`src/rtl/tank_pkg.sv`:
```
// tank_pkg: shared definitions for the tank game map logic.
//   - tile_t tile codes, FSM state encoding for map_state
//   - map geometry (MAP_COLS x MAP_ROWS tiles of 2**TILE_SHIFT pixels)
//   - BASE_HP, selected by the optional macro BASE_HP_MULTI_EN
//     (defined: 3 hits per base, undefined: 1 hit per base)
//   - winner encodings
//   - helpers mapping a pixel coordinate to a tile address / range check
package tank_pkg;

    localparam int MAP_COLS   = 20;
    localparam int MAP_ROWS   = 15;
    localparam int TILE_SHIFT = 5;
    localparam int MAP_TILES  = MAP_COLS * MAP_ROWS;

    localparam logic [9:0] MAP_W_PX = 10'(MAP_COLS << TILE_SHIFT);
    localparam logic [9:0] MAP_H_PX = 10'(MAP_ROWS << TILE_SHIFT);

`ifdef BASE_HP_MULTI_EN
    localparam logic [1:0] BASE_HP = 2'd3;
`else
    localparam logic [1:0] BASE_HP = 2'd1;
`endif

    localparam logic [1:0] WIN_NONE = 2'b00;
    localparam logic [1:0] WIN_P1   = 2'b01;
    localparam logic [1:0] WIN_P2   = 2'b10;

    typedef enum logic [2:0] {
        TILE_EMPTY = 3'd0,
        TILE_HARD  = 3'd1,
        TILE_SOFT  = 3'd2,
        TILE_BASE1 = 3'd3,
        TILE_BASE2 = 3'd4
    } tile_t;

    typedef enum logic [2:0] {
        ST_INIT   = 3'd0,
        ST_RUN    = 3'd1,
        ST_CHECK1 = 3'd2,
        ST_CHECK2 = 3'd3,
        ST_OVER   = 3'd4
    } map_fsm_t;

    // Linear tile address row*20 + col; row*20 built as row*16 + row*4.
    function automatic logic [8:0] tile_addr(input logic [9:0] x, input logic [9:0] y);
        logic [8:0] row;
        logic [8:0] col;
        row = 9'(y >> TILE_SHIFT);
        col = 9'(x >> TILE_SHIFT);
        return (row << 4) + (row << 2) + col;
    endfunction

    // True when the pixel lies inside the 640x480 playfield.
    function automatic logic coord_in_map(input logic [9:0] x, input logic [9:0] y);
        return (x < MAP_W_PX) && (y < MAP_H_PX);
    endfunction

endpackage

```
`src/rtl/map_rom.sv`:
```
// map_rom: pristine 20x15 tank-game layout, combinational lookup.
//   addr : in  9  linear tile address (row*20 + col), 0..299
//   tile : out 3  tile_t code at addr (TILE_EMPTY for addr >= 300)
// Layout: hard-wall border, P2 base at (col 10,row 1) next to a soft wall
// at col 9, P1 base at (col 9,row 13) next to a soft wall at col 10,
// soft walls at row 3 cols 1 and 18, and a row-7 barrier (soft, with a
// hard core at cols 9..10).
module map_rom
    import tank_pkg::*;
(
    input  logic [8:0] addr,
    output logic [2:0] tile
);

    logic [8:0] row_s;
    logic [8:0] col_s;
    tile_t      tile_s;

    // Split the address back into row/col and classify the tile.
    always_comb begin
        row_s  = addr / 9'(MAP_COLS);
        col_s  = addr - (row_s * 9'(MAP_COLS));
        tile_s = TILE_EMPTY;
        if (addr >= 9'(MAP_TILES)) begin
            tile_s = TILE_EMPTY;
        end else if ((row_s == 9'd0) || (row_s == 9'(MAP_ROWS - 1)) ||
                     (col_s == 9'd0) || (col_s == 9'(MAP_COLS - 1))) begin
            tile_s = TILE_HARD;
        end else if ((row_s == 9'd1) && (col_s == 9'd9)) begin
            tile_s = TILE_SOFT;
        end else if ((row_s == 9'd1) && (col_s == 9'd10)) begin
            tile_s = TILE_BASE2;
        end else if ((row_s == 9'd13) && (col_s == 9'd9)) begin
            tile_s = TILE_BASE1;
        end else if ((row_s == 9'd13) && (col_s == 9'd10)) begin
            tile_s = TILE_SOFT;
        end else if ((row_s == 9'd3) && ((col_s == 9'd1) || (col_s == 9'd18))) begin
            tile_s = TILE_SOFT;
        end else if ((row_s == 9'd7) && (col_s >= 9'd4) && (col_s <= 9'd15)) begin
            if ((col_s == 9'd9) || (col_s == 9'd10)) begin
                tile_s = TILE_HARD;
            end else begin
                tile_s = TILE_SOFT;
            end
        end else begin
            tile_s = TILE_EMPTY;
        end
    end

    assign tile = tile_s;

endmodule

```
`src/rtl/map_state.sv`:
```
// map_state: live 20x15 tile map of the tank game.
//   Loads the layout from map_rom (INIT, 300 cycles), then on every frame
//   edge checks bullet 1 (CHECK1) and bullet 2 (CHECK2) against the map,
//   destroying soft walls, counting base hits and declaring a winner.
// Optional macro BASE_HP_MULTI_EN (via tank_pkg): bases take 3 hits, else 1.
// Ports:
//   Clk, Reset            : system clock, async active-high reset
//   frame_clk             : slow frame clock, rising edge starts a check pass
//   restart               : in OVER, reloads the map and resumes play
//   bulN_x/y/active       : bullet pixel position and in-flight flag
//   rd_x, rd_y / rd_tile  : pixel read port, tile returned one cycle later
//   bul1_hit, bul2_hit    : bullet stopped this frame (held to next edge)
//   game_over, winner     : end of game, 01 player 1 / 10 player 2
//   ready                 : map loaded
//   base1_hp, base2_hp    : remaining base hits
module map_state
    import tank_pkg::*;
(
    input  logic       Clk,
    input  logic       Reset,
    input  logic       frame_clk,
    input  logic       restart,
    input  logic [9:0] bul1_x,
    input  logic [9:0] bul1_y,
    input  logic       bul1_active,
    input  logic [9:0] bul2_x,
    input  logic [9:0] bul2_y,
    input  logic       bul2_active,
    input  logic [9:0] rd_x,
    input  logic [9:0] rd_y,
    output logic [2:0] rd_tile,
    output logic       bul1_hit,
    output logic       bul2_hit,
    output logic       game_over,
    output logic [1:0] winner,
    output logic       ready,
    output logic [1:0] base1_hp,
    output logic [1:0] base2_hp
);

    logic [2:0] tiles_r [0:MAP_TILES-1];

    map_fsm_t   state_r, state_n;
    logic [8:0] init_addr_r, init_addr_n;
    logic       ready_r, ready_n;
    logic       game_over_r, game_over_n;
    logic [1:0] winner_r, winner_n;
    logic [1:0] hp1_r, hp1_n;
    logic [1:0] hp2_r, hp2_n;
    logic       hit1_r, hit1_n;
    logic       hit2_r, hit2_n;

    logic [1:0] frame_sync_r;
    logic       frame_prev_r;
    logic       frame_rise_s;

    logic [2:0] rom_tile_s;
    logic       wr_en_s;
    logic [8:0] wr_addr_s;
    logic [2:0] wr_data_s;

    logic [9:0] chk_x_s, chk_y_s;
    logic       chk_act_s;
    logic       chk_valid_s;
    logic [8:0] chk_addr_s;
    tile_t      chk_tile_s;
    logic       chk_hit_s;

    logic       rd_valid_s;
    logic [8:0] rd_addr_s;
    logic [2:0] rd_tile_r;

    map_rom u_map_rom (
        .addr (init_addr_r),
        .tile (rom_tile_s)
    );

    assign frame_rise_s = frame_sync_r[1] & ~frame_prev_r;

    // Select the bullet under test for the current check state and fetch its tile.
    always_comb begin
        if (state_r == ST_CHECK2) begin
            chk_x_s   = bul2_x;
            chk_y_s   = bul2_y;
            chk_act_s = bul2_active;
        end else begin
            chk_x_s   = bul1_x;
            chk_y_s   = bul1_y;
            chk_act_s = bul1_active;
        end
        chk_valid_s = chk_act_s && coord_in_map(chk_x_s, chk_y_s);
        chk_addr_s  = tile_addr(chk_x_s, chk_y_s);
        if (chk_valid_s) begin
            chk_tile_s = tile_t'(tiles_r[chk_addr_s]);
        end else begin
            chk_tile_s = TILE_EMPTY;
        end
    end

    // Next-state logic: map loading, bullet resolution, game-over bookkeeping.
    always_comb begin
        state_n     = state_r;
        init_addr_n = init_addr_r;
        ready_n     = ready_r;
        game_over_n = game_over_r;
        winner_n    = winner_r;
        hp1_n       = hp1_r;
        hp2_n       = hp2_r;
        hit1_n      = hit1_r;
        hit2_n      = hit2_r;
        wr_en_s     = 1'b0;
        wr_addr_s   = 9'd0;
        wr_data_s   = TILE_EMPTY;
        chk_hit_s   = 1'b0;

        case (state_r)
            ST_INIT: begin
                wr_en_s   = 1'b1;
                wr_addr_s = init_addr_r;
                wr_data_s = rom_tile_s;
                if (init_addr_r == 9'(MAP_TILES - 1)) begin
                    init_addr_n = 9'd0;
                    ready_n     = 1'b1;
                    state_n     = ST_RUN;
                end else begin
                    init_addr_n = init_addr_r + 9'd1;
                end
            end

            ST_RUN: begin
                if (frame_rise_s) begin
                    hit1_n  = 1'b0;
                    hit2_n  = 1'b0;
                    state_n = ST_CHECK1;
                end else begin
                    state_n = ST_RUN;
                end
            end

            ST_CHECK1, ST_CHECK2: begin
                case (chk_tile_s)
                    TILE_HARD: begin
                        chk_hit_s = 1'b1;
                    end
                    TILE_SOFT: begin
                        chk_hit_s = 1'b1;
                        wr_en_s   = 1'b1;
                        wr_addr_s = chk_addr_s;
                        wr_data_s = TILE_EMPTY;
                    end
                    TILE_BASE1: begin
                        chk_hit_s = 1'b1;
                        if (hp1_r != 2'd0) begin
                            hp1_n = hp1_r - 2'd1;
                            // Base destroyed: clear the tile; only the first kill names a winner.
                            if (hp1_r == 2'd1) begin
                                wr_en_s   = 1'b1;
                                wr_addr_s = chk_addr_s;
                                wr_data_s = TILE_EMPTY;
                                if (!game_over_r) begin
                                    game_over_n = 1'b1;
                                    winner_n    = WIN_P2;
                                end else begin
                                    winner_n    = winner_r;
                                end
                            end else begin
                                wr_en_s = 1'b0;
                            end
                        end else begin
                            hp1_n = hp1_r;
                        end
                    end
                    TILE_BASE2: begin
                        chk_hit_s = 1'b1;
                        if (hp2_r != 2'd0) begin
                            hp2_n = hp2_r - 2'd1;
                            if (hp2_r == 2'd1) begin
                                wr_en_s   = 1'b1;
                                wr_addr_s = chk_addr_s;
                                wr_data_s = TILE_EMPTY;
                                if (!game_over_r) begin
                                    game_over_n = 1'b1;
                                    winner_n    = WIN_P1;
                                end else begin
                                    winner_n    = winner_r;
                                end
                            end else begin
                                wr_en_s = 1'b0;
                            end
                        end else begin
                            hp2_n = hp2_r;
                        end
                    end
                    default: begin
                        chk_hit_s = 1'b0;
                    end
                endcase

                if (state_r == ST_CHECK1) begin
                    hit1_n  = chk_hit_s;
                    state_n = ST_CHECK2;
                end else begin
                    hit2_n  = chk_hit_s;
                    state_n = game_over_n ? ST_OVER : ST_RUN;
                end
            end

            ST_OVER: begin
                hit1_n = 1'b0;
                hit2_n = 1'b0;
                if (restart) begin
                    state_n     = ST_INIT;
                    init_addr_n = 9'd0;
                    ready_n     = 1'b0;
                    game_over_n = 1'b0;
                    winner_n    = WIN_NONE;
                    hp1_n       = BASE_HP;
                    hp2_n       = BASE_HP;
                end else begin
                    state_n     = ST_OVER;
                end
            end

            default: begin
                state_n     = ST_INIT;
                init_addr_n = 9'd0;
                ready_n     = 1'b0;
            end
        endcase
    end

    // Control registers and frame-clock synchronizer.
    always_ff @(posedge Clk or posedge Reset) begin
        if (Reset) begin
            state_r      <= ST_INIT;
            init_addr_r  <= 9'd0;
            ready_r      <= 1'b0;
            game_over_r  <= 1'b0;
            winner_r     <= WIN_NONE;
            hp1_r        <= BASE_HP;
            hp2_r        <= BASE_HP;
            hit1_r       <= 1'b0;
            hit2_r       <= 1'b0;
            frame_sync_r <= 2'b00;
            frame_prev_r <= 1'b0;
        end else begin
            state_r      <= state_n;
            init_addr_r  <= init_addr_n;
            ready_r      <= ready_n;
            game_over_r  <= game_over_n;
            winner_r     <= winner_n;
            hp1_r        <= hp1_n;
            hp2_r        <= hp2_n;
            hit1_r       <= hit1_n;
            hit2_r       <= hit2_n;
            frame_sync_r <= {frame_sync_r[0], frame_clk};
            frame_prev_r <= frame_sync_r[1];
        end
    end

    // Tile storage; contents are rebuilt by INIT after every reset, so no reset here.
    always_ff @(posedge Clk) begin
        if (wr_en_s) begin
            tiles_r[wr_addr_s] <= wr_data_s;
        end
    end

    // Read-port address decode; off-map pixels read as empty.
    always_comb begin
        rd_valid_s = coord_in_map(rd_x, rd_y);
        rd_addr_s  = tile_addr(rd_x, rd_y);
    end

    // Registered tile read for the color mapper.
    always_ff @(posedge Clk or posedge Reset) begin
        if (Reset) begin
            rd_tile_r <= 3'd0;
        end else if (rd_valid_s) begin
            rd_tile_r <= tiles_r[rd_addr_s];
        end else begin
            rd_tile_r <= 3'd0;
        end
    end

    assign rd_tile   = rd_tile_r;
    assign bul1_hit  = hit1_r;
    assign bul2_hit  = hit2_r;
    assign game_over = game_over_r;
    assign winner    = winner_r;
    assign ready     = ready_r;
    assign base1_hp  = hp1_r;
    assign base2_hp  = hp2_r;

endmodule
```
`config.mk`:
```
export PLATFORM = sky130hd
export DESIGN_NAME = map_state
export DESIGN_NICKNAME = d
export VERILOG_FILES = /design/src/rtl/tank_pkg.sv /design/src/rtl/map_rom.sv /design/src/rtl/map_state.sv
export SDC_FILE = /design/constraint.sdc
export NUM_CORES = 2
export LEC_CHECK = 0
export CAP_MARGIN = 20
export CORE_MARGIN = 4
export CORE_UTILIZATION = 45
export DETAILED_ROUTE_END_ITERATION = 7
export PLACE_DENSITY_LB_ADDON = 0.08
export SLEW_MARGIN = 40
export SYNTH_ARGS = -nofsm -noshare
export SYNTH_HDL_FRONTEND = slang
export SYNTH_SLANG_ARGS = --single-unit
```
`constraint.sdc`:
```
create_clock -name Clk -period 28.5 [get_ports Clk]
set_input_delay 7.125 -clock Clk [delete_from_list [all_inputs] [get_ports Clk]]
set_output_delay 7.125 -clock Clk [all_outputs]
set_load 0.01 [all_outputs]
```
* Yosys cells after proc, flatten, opt, wreduce, memory -nomap -nowiden
Memories as Yosys holds them, arrays and structs flattened.
Cells that the tools add are included.
** Storage, ports and cells
- Logic and storage cells :: 173
- Memories :: 1
- Output and inout bits :: 13
- Register bits after elaboration :: 28
- Input port bits :: 66
- Memory bits (writable) :: 900
** Memory list
- tiles_r :: depth 300, bits a word 3, rd ports 2, clocked after memory_dff 0, wr ports 1, RTL line map_state.sv:41 : logic [2:0] tiles_r [0:MAP_TILES-1];
** Cells by class
- Divide/modulo/power cells :: 1
- Muxes and demuxes :: 70
- $add $sub $neg :: 8
- Reduce and logical (&&, ||, !) cells :: 33
- Multipliers :: 1
- Equal/unequal tests :: 37
- Bitwise logic cells :: 3
- Order comparisons :: 7
** Operators with widths (count)
- $mux W9 :: 6
- $pmux W9 S3 :: 2
- $mux W3 :: 14
- $eq A9 B4 Y1 const B :: 4
- $mux W2 :: 15
- $lt A10 B10 Y1 const B :: 2
- $lt A10 B9 Y1 const B :: 2
- $mux W10 :: 2
- $add A9 B5 Y9 :: 2
- $add A9 B7 Y9 :: 2
- $eq A9 B1 Y1 const B :: 2
- $eq A9 B5 Y1 const B :: 2
- $logic_not A9 Y1 :: 2
- $mux W1 :: 18
- $ne A3 B3 Y1 const B :: 6
- $pmux W9 S2 :: 1
- $pmux W2 S2 :: 4
- $ne A2 B2 Y1 const B :: 7
- $eq A3 B2 Y1 const B :: 4
- $pmux W1 S3 :: 4
- $pmux W3 S4 :: 1
- $logic_and A1 B1 Y1 :: 10
- $add A9 B1 Y9 const B :: 1
- $div A9 B5 Y9 const B :: 1
- other kinds (28) :: 46

* Depth between registers and ports, before layout
- Word-level depth :: 15
- Gate-level depth with buffers :: 30
- Mapped depth without buffers :: 26

* Modules after synthesis
Synthesis repeated with hierarchy kept, for this count alone.
** Unflattened totals
- Cells, all modules :: 3791
- Area total of the unflattened synthesis :: 51742.1 um^2
** Modules (own cells, without submodules)
- map_state :: sequential area each 27729.1 um^2, times used 1, area an instance 50469.7 um^2, cells an instance 3611
- map_rom :: sequential area each 0.0 um^2, times used 1, area an instance 1272.5 um^2, cells an instance 180

* Worst setup path after synthesis
OpenSTA, ideal clock, no wires.
- Path kind :: flip-flop to flip-flop
- From :: register init_addr_r[5]
- To :: memory tiles_r[0][1] (data pin)
- Setup slack :: 8.915 ns
- Data arrival time :: 16.989 ns
- Clock period less this slack :: 19.585 ns
- Cell stages (with the launch flop) :: 24
- Setup time :: 2.596 ns
- Required time :: 25.904 ns
- Buffers on the path :: 1
- Cells stage by stage :: dfrtp_1 clkbuf_1 a21boi_0 a311o_1 o211ai_1 maj3_1 a211oi_1 inv_1 o21ai_0 a221oi_1 inv_1 ha_1 ha_1 inv_1 fa_1 ha_1 a21o_1 a21oi_1 xnor2_1 nor4_1 nor2b_1 and3_1 a32oi_1 a211oi_1
** On the way
- Word-level cells in the longest chain between the ends :: 15
- Elaborated cells between the ends (all ways) :: 40
- Classes of those cells :: add/sub (1); mul (1); div (1); order compare (3); eq/ne (10); mux (10); reduce/logical (14)
** Ends and longest elaborated chain
- start, declared :: RTL line map_state.sv:44 : logic [8:0] init_addr_r, init_addr_n;
- start signal, assigned :: RTL line map_state.sv:248 : init_addr_r <= init_addr_n;
- $div A9 B5 Y9 :: RTL line map_rom.sv:21 : row_s = addr / 9'(MAP_COLS);
- $mul A9 B3 Y7 :: RTL line map_rom.sv:22 : col_s = addr - (row_s * 9'(MAP_COLS));
- $sub A9 B9 Y9 :: RTL line map_rom.sv:22
- $ge A9 B3 Y1 (tied with other cells) :: RTL line map_rom.sv:39 : end else if ((row_s == 9'd7) && (col_s >= 9'd4) && (col_s <= 9'd15)) begin
- $logic_and A1 B1 Y1 or $logic_or A1 B1 Y1 (tied branches) :: RTL line map_rom.sv:39, map_rom.sv:40
- $logic_and A1 B1 Y1 or $mux W2 (tied branches) :: RTL line map_rom.sv:39, map_rom.sv:40
- $mux W2 :: RTL line map_rom.sv:39
- $mux W3 :: RTL line map_rom.sv:37 : end else if ((row_s == 9'd3) && ((col_s == 9'd1) || (col_s == 9'd18))) begin
- $mux W3 :: RTL line map_rom.sv:35 : end else if ((row_s == 9'd13) && (col_s == 9'd10)) begin
- $mux W3 :: RTL line map_rom.sv:33 : end else if ((row_s == 9'd13) && (col_s == 9'd9)) begin
- $mux W3 :: RTL line map_rom.sv:31 : end else if ((row_s == 9'd1) && (col_s == 9'd10)) begin
- $mux W3 :: RTL line map_rom.sv:29 : end else if ((row_s == 9'd1) && (col_s == 9'd9)) begin
- $mux W3 :: RTL line map_rom.sv:26 : end else if ((row_s == 9'd0) || (row_s == 9'(MAP_ROWS - 1)) ||
- $mux W3 (*) :: RTL line map_rom.sv:24 : if (addr >= 9'(MAP_TILES)) begin
- $mux W3 (*)
- named net wr_data_s[1] :: RTL line map_state.sv:60 : logic [2:0] wr_data_s;
- end, declared :: RTL line map_state.sv:41
The timed path passes the listed nets; every way through them passes the cells marked *.

* Worst setup path in the final report
- From :: input port bul1_x[6]
- To :: memory tiles_r[86][0] (enable)
** On the way
- Word-level cells in the longest chain between the ends :: 10
- Elaborated cells between the ends (all ways) :: 20
- Classes of those cells :: add/sub (1); order compare (1); eq/ne (3); mux (12); reduce/logical (2); memory (1)
** Ends and longest elaborated chain
- start, declared :: RTL line map_state.sv:23 : input logic [9:0] bul1_x,
- $mux W10 (*) :: RTL line map_state.sv:82 : if (state_r == ST_CHECK2) begin
- branches (longest 9 deep; another with $add A9 B5 Y9)
Mark *: on every way between the ends.

==> results <==
- The run finished with clean final reports.
- The cell type of the slowest stage on the worst timing path is sky130_fd_sc_hd__a311oi_2.
- The first global-routing pass estimated 262 mm of wire.
- The hold buffer count at cts is 0.
- The net count after synthesis is 3632.
- In this run the clock root is driven by a sky130_fd_sc_hd__clkbuf_16.
- The setup clock skew after layout is 33.1 ps.
- The number of antenna violations at the first check in global routing is 5.
- The number of post-CTS setup repair buffers is 0.
- Once the clock tree was built, the resizer swapped 0 gates to a different size.
- The overall routed net length is 183 mm.
- The cell family contributing the most delay on the critical path is buffers and inverters.
- Averaged over all synthesized cells, the footprint is 14.8 um2.
- The floorplan core area is 115000 um2.
- The residual overflow from global routing is 0.
- The sum of net half-perimeters after detailed placement is 111 mm.
- In this run, distinct cell masters in the synthesized netlist total 104.
- Dividing the final minimum period by the clock period gives 0.535.
- For the worst setup path, the data required time is 28880 ps.
- The worst-case IR drop observed on VDD is 0.0933 mV.
- Of the cells placed in the final design, the portion with a size suffix greater than 1 is 0.254.
- The total global routing track utilization is 0.298.
- After floorplanning, the core was divided into 124 placement rows.
- The sort of element at the start of the critical path is an input port.
- The count of mapped cells out of synthesis is 3520.
- Along the worst path, the maximum fanout reaches 121.
- The average wire per cell in the routed design is 36.4 um.
- Entering global routing, the biggest net connects 198 pins.
- Clock-pin slew was measured on the worst setup and hold paths at 60 ps.
- The boundary pin count is 79.
- The pin slew with the least headroom to its limit is 985 ps.
- The CTS buffer count is 102.
- The number of pins with negative max-slew slack in the final report is 0.
- The number of enable flip-flop cells after synthesis is 900.
- Data on the critical path arrives at its endpoint at 15630 ps.
- The placement-stage worst setup slack is 12350 ps.
- The number of buffer and inverter instances along the worst setup path is 6.
- The die covers 121000 um2.
- For this block, the initial DRC count from the detailed router was 4437.
- Setup repair after global routing left no endpoint under its margin.
- For this run, the register share of the synthesized area comes to 0.532.
- In this run the horizontal extent of the chip is 348 um.
- The H-tree depth is 3.
- The antenna violation net count after detailed routing is 0.
- The number of buffers on the longest clock path is 3.
- The congestion estimate from routability-driven global placement came to 0.856.
- The number of sinks on the clock net is 928.
- The number of flip-flops and latches in the synthesized netlist is 928.
- For this run, the top clock speed supported by timing is 0.0656 GHz.
- In the post-route analysis, the smallest setup slack over all paths is 13250 ps.
- Relative to the synthesized area, the layout overhead comes to 10.0%.
- In this design, the stage delay of the slowest critical-path cell is 780 ps.
- The hold violation total from the final report came to 0.
- The final critical-path required period is 15250 ps.
- Using the TritonRoute via totals, the vias-per-cell ratio works out to 7.11.
- The standby leakage power is 19.3 nW.
- The number of DRC violations after detailed routing is 0.
- The clock latency on the worst-skew pair is 710 ps.
- The tightest slew margin relative to the limit is 0.338.
- The min-delay analysis places its worst path in the category reg2reg.
- The starting utilization of the core area is 0.455.
- The die extent in y is 348 um.
- The design draws 4.95 mW.
- Walking the worst path, the cells encountered are buf_4 -> clkinv_2 -> o21ai_4 -> buf_12 -> buf_4 -> mux2i_1 -> a221oi_1 -> a311o_1 -> a311oi_2 -> a2111oi_0 -> and3_1 -> or4_4 -> and2_1 -> o221ai_4 -> buf_4 -> buf_4 -> nor4_1.
- The via count of the first global-routing pass is 35600.
- The power density relative to cell area is 86.3 nW/um2.
- The capturing element type of the critical path is a flop.
- The CTS tree is built.
- Yosys printed 0 warnings.
- The number of fill cells is 9488.
- The tool flagged a number of max-cap violations equal to 0.
- Setup violations remaining at the end of the flow were counted as 0.
- The total negative slack for setup checks is 0 ps.
- The post-synthesis instance area is 52200 um2.
- The cell repeated most along the worst path is sky130_fd_sc_hd__buf_4.
- The critical path is of the in2reg type.
- The iteration count of the initial detailed-routing pass is 5.
- The number of buffers inserted by port buffering is 48.
- The async set or reset register ratio after synthesis is 0.0302.
- The number of nets in the final layout is 3540.
- The most used flip-flop cell after synthesis is sky130_fd_sc_hd__edfxtp_1.
- The total number of vias is 35800.
[per-stage QoR]
stage	util	instances	hold slack (ps)	instance area [um2]
after floorplan	-	3520	331	52200
after global placement	0.468	4828	345	53700
after detailed placement	0.470	4834	337	53900
after CTS	0.499	5021	350	57300
after global routing	0.500	5023	362	57400
final	0.500	5027	348	57400
[Yosys cell counts (21+ instances only)]
cell type,count,area share
sky130_fd_sc_hd__a211oi_1,30,0.0043
sky130_fd_sc_hd__a21oi_1,89,0.0085
sky130_fd_sc_hd__a311oi_1,22,0.0037
sky130_fd_sc_hd__a31oi_1,26,0.0031
sky130_fd_sc_hd__buf_1,36,0.0026
sky130_fd_sc_hd__buf_2,97,0.0093
sky130_fd_sc_hd__buf_4,88,0.013
sky130_fd_sc_hd__buf_6,21,0.0045
sky130_fd_sc_hd__clkbuf_1,104,0.0075
sky130_fd_sc_hd__dfrtp_1,26,0.012
sky130_fd_sc_hd__edfxtp_1,900,0.52
sky130_fd_sc_hd__ha_1,40,0.0096
sky130_fd_sc_hd__inv_1,44,0.0032
sky130_fd_sc_hd__mux2_2,31,0.0067
sky130_fd_sc_hd__mux2i_1,223,0.043
sky130_fd_sc_hd__mux4_2,456,0.20
sky130_fd_sc_hd__nand2_1,320,0.023
sky130_fd_sc_hd__nand3_1,91,0.0087
sky130_fd_sc_hd__nand4_1,30,0.0036
sky130_fd_sc_hd__nor2_1,82,0.0059
sky130_fd_sc_hd__nor3_1,67,0.0064
sky130_fd_sc_hd__nor4_1,224,0.027
sky130_fd_sc_hd__nor4_2,44,0.011
sky130_fd_sc_hd__o21ai_0,63,0.0060
[worst paths after layout]
check	to	slack, ps	cells after the start	startpoint
worst max-delay path	tiles_r[86][0]$_DFFE_PP_	13250	17	bul1_x[6]
worst min-delay path	frame_sync_r[1]$_DFF_PP0_	350	0	frame_sync_r[0]$_DFF_PP0_
worst max register to register	tiles_r[86][0]$_DFFE_PP_	18810	20	state_r[0]$_DFFE_PP0N_
worst min register to register	frame_sync_r[1]$_DFF_PP0_	350	0	frame_sync_r[0]$_DFF_PP0_
max in group asynchronous	rd_tile[1]$_DFF_PP0_	21280	2	Reset
min in group asynchronous	state_r[0]$_DFFE_PP0N_	6810	2	Reset
[routing by layer]
layer	GRT usage	part of all wire	up-vias	wire length (um)
met5	0	0	-	0
met2	0.476	0.47	2217	85500
li1	-	-	14400	-
met1	0.400	0.39	18700	70600
met4	0.125	0.047	0	8650
met3	0.0613	0.10	398	18200
[logic make-up (layout without fill, tap and decap cells)]
logic type | Yosys count | in the layout | synth area share
AND/OR/NAND/NOR | 970 | 970 | 0.102
flip-flops | 928 | 928 | 0.532
multiplexers | 710 | 710 | 0.246
AO/OA/AOI/OAI | 450 | 450 | 0.0637
buffers and inverters | 396 | 387 | 0.0414
adder cells (fa/ha/maj) | 47 | 47 | 0.0121
XOR/XNOR | 19 | 19 | 0.00319
other | 0 | 4 | 0
[state kept, by name, summed over array words and instances, names as in the netlist, 2 cells and up]
| name | cells |
|---|---|
| tiles_r | 900 |
| init_addr_r | 9 |
| rd_tile | 3 |
| state_r | 3 |
| base1_hp | 2 |
| base2_hp | 2 |
| frame_sync_r | 2 |
| winner | 2 |
[power breakdown]
group / internal, mW / switching (mW)
clock: 0.776 / 0.578
sequential: 1.60 / 0.0260
combinational: 0.452 / 1.52
[cell usage in the layout, fill, tap and decap left out, types with 16 or more instances in the layout]
master,netlist,layout
sky130_fd_sc_hd__clkinv_1,1,18
sky130_fd_sc_hd__mux2i_1,223,223
sky130_fd_sc_hd__o21ai_0,63,63
sky130_fd_sc_hd__nor3_1,67,67
sky130_fd_sc_hd__nor4_1,224,220
sky130_fd_sc_hd__a31oi_1,26,26
sky130_fd_sc_hd__nand3_1,91,91
sky130_fd_sc_hd__mux2_2,31,31
sky130_fd_sc_hd__buf_6,21,18
sky130_fd_sc_hd__mux4_2,456,456
sky130_fd_sc_hd__clkbuf_16,0,105
sky130_fd_sc_hd__clkdlybuf4s50_1,0,42
sky130_fd_sc_hd__nand4_1,30,30
sky130_fd_sc_hd__nor3_2,18,18
sky130_fd_sc_hd__ha_1,40,37
sky130_fd_sc_hd__nor2_1,82,79
sky130_fd_sc_hd__a211oi_1,30,28
sky130_fd_sc_hd__nor4_2,44,48
sky130_fd_sc_hd__clkinv_2,0,19
sky130_fd_sc_hd__a221oi_1,20,20
sky130_fd_sc_hd__nor2b_1,18,18
sky130_fd_sc_hd__buf_4,88,79
sky130_fd_sc_hd__o22ai_1,20,20
sky130_fd_sc_hd__edfxtp_1,900,900
sky130_fd_sc_hd__a2111oi_0,16,16
sky130_fd_sc_hd__a311oi_1,22,21
sky130_fd_sc_hd__nand2_1,320,320
sky130_fd_sc_hd__dfrtp_1,26,26
sky130_fd_sc_hd__inv_1,44,43
sky130_fd_sc_hd__a21oi_1,89,88
[area by class of cell]
cell class | count | area, um2 | area share
Sequential cell | 928 | 27700 | 0.483
Multi-Input combinational cell | 2196 | 22700 | 0.395
Clock buffer | 120 | 2680 | 0.0468
Tap cell | 1512 | 1890 | 0.0330
Timing Repair Buffer | 155 | 1540 | 0.0268
Clock inverter | 67 | 701 | 0.0122
Inverter | 45 | 170 | 0.00297
Antenna cell | 4 | 10.0 | 0.000174
(Power assumes the default switching activity.)
